--- src/rtl/addr_rf_scheduler_pkg.sv ---
// ============================================================================
//  addr_rf_scheduler_pkg
//  Shared state encoding and width helpers for the address-to-RF sequencer.
//  Revision: 1.0
// ============================================================================
`default_nettype none

package addr_rf_scheduler_pkg;

   typedef enum logic [2:0] {
      ST_IDLE   = 3'd0,
      ST_LAUNCH = 3'd1,
      ST_WAIT   = 3'd2,
      ST_HOLD   = 3'd3,
      ST_DONE   = 3'd4,
      ST_ERR    = 3'd5
   } state_e;

   localparam int S_W   = 2;
   localparam int JOB_W = 16;

   // Widths carry one spare bit so the maximum count itself is representable.
   function automatic int pos_width(input int ia_row);
      return $clog2(ia_row) + 1;
   endfunction

   function automatic int len_width(input int w_c_length);
      return $clog2(w_c_length) + 1;
   endfunction

endpackage

`default_nettype wire

--- src/rtl/addr_rf_scheduler_hw_s_counter.sv ---
// ============================================================================
//  hw_s_counter
//  Nested (h, w, s) position counter: s innermost, then w, then h.
//  Revision: 1.0
// ============================================================================
`default_nettype none

module hw_s_counter
   import addr_rf_scheduler_pkg::*;
#(
   parameter int HW = 5
) (
   input  logic          i_clk,
   input  logic          i_rst,
   input  logic          i_load,
   input  logic [HW-1:0] i_h_max,
   input  logic [HW-1:0] i_w_max,
   input  logic [S_W-1:0] i_s_num,
   input  logic          i_advance,
   output logic [HW-1:0] o_h,
   output logic [HW-1:0] o_w,
   output logic [S_W-1:0] o_s,
   output logic          o_last
);

   logic [HW-1:0]  h_q, h_d, w_q, w_d, h_max_q, h_max_d, w_max_q, w_max_d;
   logic [S_W-1:0] s_q, s_d, s_num_q, s_num_d;
   logic [HW-1:0]  w_h_last, w_w_last;
   logic [S_W-1:0] w_s_last;

   assign w_h_last = h_max_q - 1'b1;
   assign w_w_last = w_max_q - 1'b1;
   assign w_s_last = s_num_q - 1'b1;

   always_comb begin
      h_d     = h_q;
      w_d     = w_q;
      s_d     = s_q;
      h_max_d = h_max_q;
      w_max_d = w_max_q;
      s_num_d = s_num_q;
      if (i_load) begin
         h_d     = '0;
         w_d     = '0;
         s_d     = '0;
         h_max_d = i_h_max;
         w_max_d = i_w_max;
         s_num_d = i_s_num;
      end else if (i_advance) begin
         if (s_q == w_s_last) begin
            s_d = '0;
            if (w_q == w_w_last) begin
               w_d = '0;
               h_d = (h_q == w_h_last) ? '0 : h_q + 1'b1;
            end else begin
               w_d = w_q + 1'b1;
            end
         end else begin
            s_d = s_q + 1'b1;
         end
      end
   end

   always_ff @(posedge i_clk or posedge i_rst) begin
      if (i_rst) begin
         h_q     <= '0;
         w_q     <= '0;
         s_q     <= '0;
         h_max_q <= '0;
         w_max_q <= '0;
         s_num_q <= '0;
      end else begin
         h_q     <= h_d;
         w_q     <= w_d;
         s_q     <= s_d;
         h_max_q <= h_max_d;
         w_max_q <= w_max_d;
         s_num_q <= s_num_d;
      end
   end

   assign o_h    = h_q;
   assign o_w    = w_q;
   assign o_s    = s_q;
   assign o_last = (s_q == w_s_last) && (w_q == w_w_last) && (h_q == w_h_last);

endmodule

`default_nettype wire

--- src/rtl/addr_rf_scheduler.sv ---
// ============================================================================
//  addr_rf_scheduler
//  Frame sequencer launching one AddrToRF conversion per non-empty column.
//  Revision: 1.0
// ============================================================================
`default_nettype none

module addr_rf_scheduler
   import addr_rf_scheduler_pkg::*;
#(
   parameter int  IA_ROW     = 16,
   parameter int  W_C_LENGTH = 256,
   parameter int  TIMEOUT    = 1024,
   localparam int HW         = pos_width(IA_ROW),
   localparam int LW         = len_width(W_C_LENGTH)
) (
   input  logic             i_clk,
   input  logic             i_rst,
   input  logic             i_start,
   input  logic [HW-1:0]    i_h_max,
   input  logic [HW-1:0]    i_w_max,
   input  logic [S_W-1:0]   i_s_num,
   input  logic [LW-1:0]    i_col_len,
   output logic             o_sub_start,
   output logic [HW-1:0]    o_h,
   output logic [HW-1:0]    o_w,
   output logic [S_W-1:0]   o_s,
   input  logic             i_sub_finish,
   output logic             o_rf_valid,
   input  logic             i_rf_ready,
   output logic             o_busy,
   output logic             o_done,
   output logic             o_err,
   output logic [JOB_W-1:0] o_job_cnt
);

   localparam int              WD_W     = $clog2(TIMEOUT + 1);
   localparam logic [WD_W-1:0] WD_LIMIT = WD_W'(TIMEOUT - 1);

   state_e            state_q, state_d;
   logic [JOB_W-1:0]  job_cnt_q, job_cnt_d;
   logic [WD_W-1:0]   wdog_q, wdog_d;
   logic              err_q, err_d;
   logic              w_cnt_load, w_cnt_adv, w_cnt_last, w_sub_start;

   hw_s_counter #(
      .HW (HW)
   ) u_hw_s_counter (
      .i_clk     (i_clk),
      .i_rst     (i_rst),
      .i_load    (w_cnt_load),
      .i_h_max   (i_h_max),
      .i_w_max   (i_w_max),
      .i_s_num   (i_s_num),
      .i_advance (w_cnt_adv),
      .o_h       (o_h),
      .o_w       (o_w),
      .o_s       (o_s),
      .o_last    (w_cnt_last)
   );

   always_comb begin
      state_d     = state_q;
      job_cnt_d   = job_cnt_q;
      wdog_d      = wdog_q;
      err_d       = err_q;
      w_cnt_load  = 1'b0;
      w_cnt_adv   = 1'b0;
      w_sub_start = 1'b0;
      case (state_q)
         ST_IDLE: begin
            if (i_start) begin
               w_cnt_load = 1'b1;
               job_cnt_d  = '0;
               err_d      = 1'b0;
               state_d    = (i_h_max == '0 || i_w_max == '0 || i_s_num == '0)
                            ? ST_DONE : ST_LAUNCH;
            end
         end
         ST_LAUNCH: begin
            // A zero-length column would never finish in AddrToRF, so skip it.
            if (i_col_len == '0) begin
               w_cnt_adv = 1'b1;
               state_d   = w_cnt_last ? ST_DONE : ST_LAUNCH;
            end else begin
               w_sub_start = 1'b1;
               job_cnt_d   = job_cnt_q + 1'b1;
               wdog_d      = '0;
               state_d     = ST_WAIT;
            end
         end
         ST_WAIT: begin
            if (i_sub_finish) begin
               state_d = ST_HOLD;
            end else if (wdog_q == WD_LIMIT) begin
               state_d = ST_ERR;
               err_d   = 1'b1;
            end else begin
               wdog_d = wdog_q + 1'b1;
            end
         end
         ST_HOLD: begin
            if (i_rf_ready) begin
               w_cnt_adv = 1'b1;
               state_d   = w_cnt_last ? ST_DONE : ST_LAUNCH;
            end
         end
         ST_DONE: state_d = ST_IDLE;
         ST_ERR: begin
            err_d   = 1'b1;
            state_d = ST_IDLE;
         end
         default: state_d = ST_IDLE;
      endcase
      // A finish pulse with no conversion outstanding is a protocol error.
      if (i_sub_finish && state_q != ST_WAIT) begin
         err_d = 1'b1;
      end
   end

   always_ff @(posedge i_clk or posedge i_rst) begin
      if (i_rst) begin
         state_q   <= ST_IDLE;
         job_cnt_q <= '0;
         wdog_q    <= '0;
         err_q     <= 1'b0;
      end else begin
         state_q   <= state_d;
         job_cnt_q <= job_cnt_d;
         wdog_q    <= wdog_d;
         err_q     <= err_d;
      end
   end

   assign o_sub_start = w_sub_start;
   assign o_rf_valid  = (state_q == ST_HOLD);
   assign o_done      = (state_q == ST_DONE);
   assign o_busy      = (state_q != ST_IDLE);
   assign o_err       = err_q;
   assign o_job_cnt   = job_cnt_q;

endmodule

`default_nettype wire
--- config.mk ---
export PLATFORM = sky130hd
export DESIGN_NAME = addr_rf_scheduler
export DESIGN_NICKNAME = d
export VERILOG_FILES = /design/src/rtl/addr_rf_scheduler_pkg.sv /design/src/rtl/addr_rf_scheduler_hw_s_counter.sv /design/src/rtl/addr_rf_scheduler.sv
export SDC_FILE = /design/constraint.sdc
export NUM_CORES = 1
export LEC_CHECK = 0
export CELL_PAD_IN_SITES_DETAIL_PLACEMENT = 1
export CELL_PAD_IN_SITES_GLOBAL_PLACEMENT = 1
export CORE_ASPECT_RATIO = 1.75
export CORE_MARGIN = 4
export CORE_UTILIZATION = 36
export DETAILED_ROUTE_END_ITERATION = 6
export PLACE_DENSITY = 0.76
export SYNTH_ARGS = -nofsm -noshare
export SYNTH_HDL_FRONTEND = slang
export SYNTH_SLANG_ARGS = --single-unit
--- constraint.sdc ---
create_clock -name i_clk -period 1.9 [get_ports i_clk]
set_clock_uncertainty 0.1 [all_clocks]
set_input_delay 0.475 -clock i_clk [delete_from_list [all_inputs] [get_ports i_clk]]
set_output_delay 0.475 -clock i_clk [all_outputs]
set_load 0.05 [all_outputs]
==> run metrics <==
status complete, but fails checks; failing checks setup timing; Fin Setup TNS -9.08 ns; Max-cap violations 0; area grow syn2layout 85.4%; initial antenna violation count 0; nets@finish 598; first-pass GRT wire length 23700 um; most common cell after layout, fill and taps aside buf_4; Seq/Total Area, Yosys 40.6%; CTS clk-pin slew, worst paths 0.08 ns; ant diodes 0; routed wl met2 9720 um; final hold violations 0; routed vias 4032; Setup Viol. Count Final 53; vias in the first global route 4426; number of synthesized flops with an enable pin 0; post-route ant nets 0; most frequent cells in the layout buf_4, dfrtp_1, nand2_1, buf_6, buf_12; Die W 81.3 um; die footprint 11100 sq um; clk_lat worst skew 0.31 ns; GPL Wtd Cong 0.842; Non-Filler Instances 687; Initial Util 37.0%; H-tree depth 2; Synthesis Warnings 0; pwr dens 1390 nW/um^2; critical path class reg -> reg; Max VDD drop 1.01 mV; leakage power 2.73 nW; gr usage total 28.7%; DRT Pass-1 Iters 4; top cell type's share of synthesized area 40.6%; share of synthesized registers carrying an async set or reset 100%; Post-DP HPWL 8620 um; slack of the critical path -0.398 ns; top post-synthesis cells by area dfrtp_1, nand2_1, xor2_1; Cells after Synth 376; CP Max Fanout 4; Longest Clk Path Bufs 2; Slew headroom 61.8%; Core Area 9150 sq um; Hold Buf Count CTS 0; Routed WL per cell 25.8 um; number of synthesized register bits 55; Final Cycle Share 121%; Unique masters post-synth 62; max incr delay on CP 0.41 ns; row cnt 46; Synth area leader dfrtp_1; DRT Wirelength 17700 um; Required @ worst endpoint 2.01 ns; Port Buffer Count 58; Critical Path End Type flop; largest net degree at the start of global routing 49; Post-Place Setup Slack -0.636 ns; CTS sink count 55; worst slew pin tran 0.568 ns; DR DRC count 0; crit path time final 2.30 ns; Arr. time, crit path 2.41 ns; Worst Setup Start Kind flop; Slew Viols, Final 0; Iter 0 DRT Violations 260; HP Class in -> async; Overall Power 8.70 mW; CTS root buf clkbuf_16; metal3 WL 705 um; vias per cell 5.87; Cell Count Post-Placement 629; TritonCTS buffer count 5; GR Overflow Total 0; CP Cell Sequence inv_2 > ha_4 > nand4bb_1 > a211oi_2 > o311ai_2 > buf_4 > a2111o_1 > a31oi_2; Die Y 136 um; top_reg_cell synth dfrtp_1; Post-Syn Nets 408; CTS tree done; CP max-delay cell a2111o_1; average size of a mapped cell 9.01 sq um; unrepaired setup endpoints after global routing true; io pins 59; Fmax 435 MHz; length of routed wiring on met1 6080 um; max layer used met4; Post-Syn Area 3390 sq um; layout cells sized above 1 52.7%
flip-flops by register name, summed over array words and instances, names as in the netlist:
name                    count
o_job_cnt                  16
wdog_q                     11
u_hw_s_counter.h_max_q      5
u_hw_s_counter.o_h          5
u_hw_s_counter.o_w          5
u_hw_s_counter.w_max_q      5
state_q                     3
u_hw_s_counter.o_s          2
u_hw_s_counter.s_num_q      2
o_err                       1
path summary, 6_finish.rpt:
kind	startpoint	endpoint	slack, ns	cells after the start
setup / recovery	u_hw_s_counter.h_max_q[1]	state_q[2]	-0.40	8
hold / removal	i_rst	wdog_q[8]	0.34	2
setup reg to reg	u_hw_s_counter.h_max_q[1]	state_q[2]	-0.40	8
hold reg to reg	u_hw_s_counter.s_num_q[0]	u_hw_s_counter.s_num_q[0]	0.44	2
max in group asynchronous	i_rst	u_hw_s_counter.o_w[0]	0.79	3
min in group i_clk	u_hw_s_counter.s_num_q[0]	u_hw_s_counter.s_num_q[0]	0.44	2
critical path: cells and delay by family (launching register included):
kind / cells / cell delay [ns]
buf+inv: 2 / 0.28
simple gates: 1 / 0.15
flops: 1 / 0.40
compound gates: 4 / 1.10
fa+ha+maj: 1 / 0.17
cell type report:
| type | count | area, sq um |
|---|---|---|
| Sequential cell | 55 | 1390 |
| Tap cell | 120 | 150 |
| Inverter | 15 | 65.1 |
| Clock inverter | 3 | 67.6 |
| Timing Repair Buffer | 201 | 2010 |
| Multi-Input combinational cell | 288 | 2480 |
| Clock buffer | 5 | 125 |
| Fill cell | 945 | 2870 |
metrics by stage:
stage | instance area (sq um) | hold WS [ns] | utilization [%]
6_report | 6280 | 0.341 | 68.6
2_1_floorplan | 3460 | 0.360 | -
3_3_place_gp | 5000 | 0.385 | 54.6
5_1_grt | 6280 | 0.374 | 68.6
3_5_place_dp | 5000 | 0.402 | 54.6
4_1_cts | 5830 | 0.345 | 63.7
power by group:
part	internal [mW]	switching, mW
logic	2.64	3.09
clock network	0.758	0.493
registers	1.42	0.293
total	4.82	3.88
layer usage:
metal | vias up | global-route usage (%)
li1 | 1735 | -
met5 | - | 0
met4 | 0 | 17.8
met1 | 2037 | 28.4
met3 | 83 | 4.77
met2 | 177 | 53.3
what timing repair did:
item | CTS | global route
gates cloned | 2 | 1
buffers inserted | 31 | 20
endpoints found under the setup margin | 44 | 59
pin swaps | 38 | 34
gates resized for setup | 112 | 70
kinds of logic (layout without fill, tap and decap cells):
group           after synthesis  count (layout)  share of synthesized area [%]
fa+ha+maj                     6               6                           2.22
compound gates               74              74                           15.1
simple gates                177             177                           28.9
mux                           7               7                           2.11
buf+inv                      33             224                           4.84
flops                        55              55                           40.6
xor+xnor                     24              24                           6.21
cell usage after synthesis (all sizes together), types with 8 or more instances:
| cell type | n |
|---|---|
| a21oi | 9 |
| clkbuf | 11 |
| dfrtp | 55 |
| inv | 15 |
| nand2 | 53 |
| nand3 | 23 |
| nand4 | 8 |
| nor2 | 29 |
| nor3 | 11 |
| o21ai | 25 |
| xnor2 | 9 |
| xor2 | 15 |
Note: power is estimated with default switching activity, not from simulation.
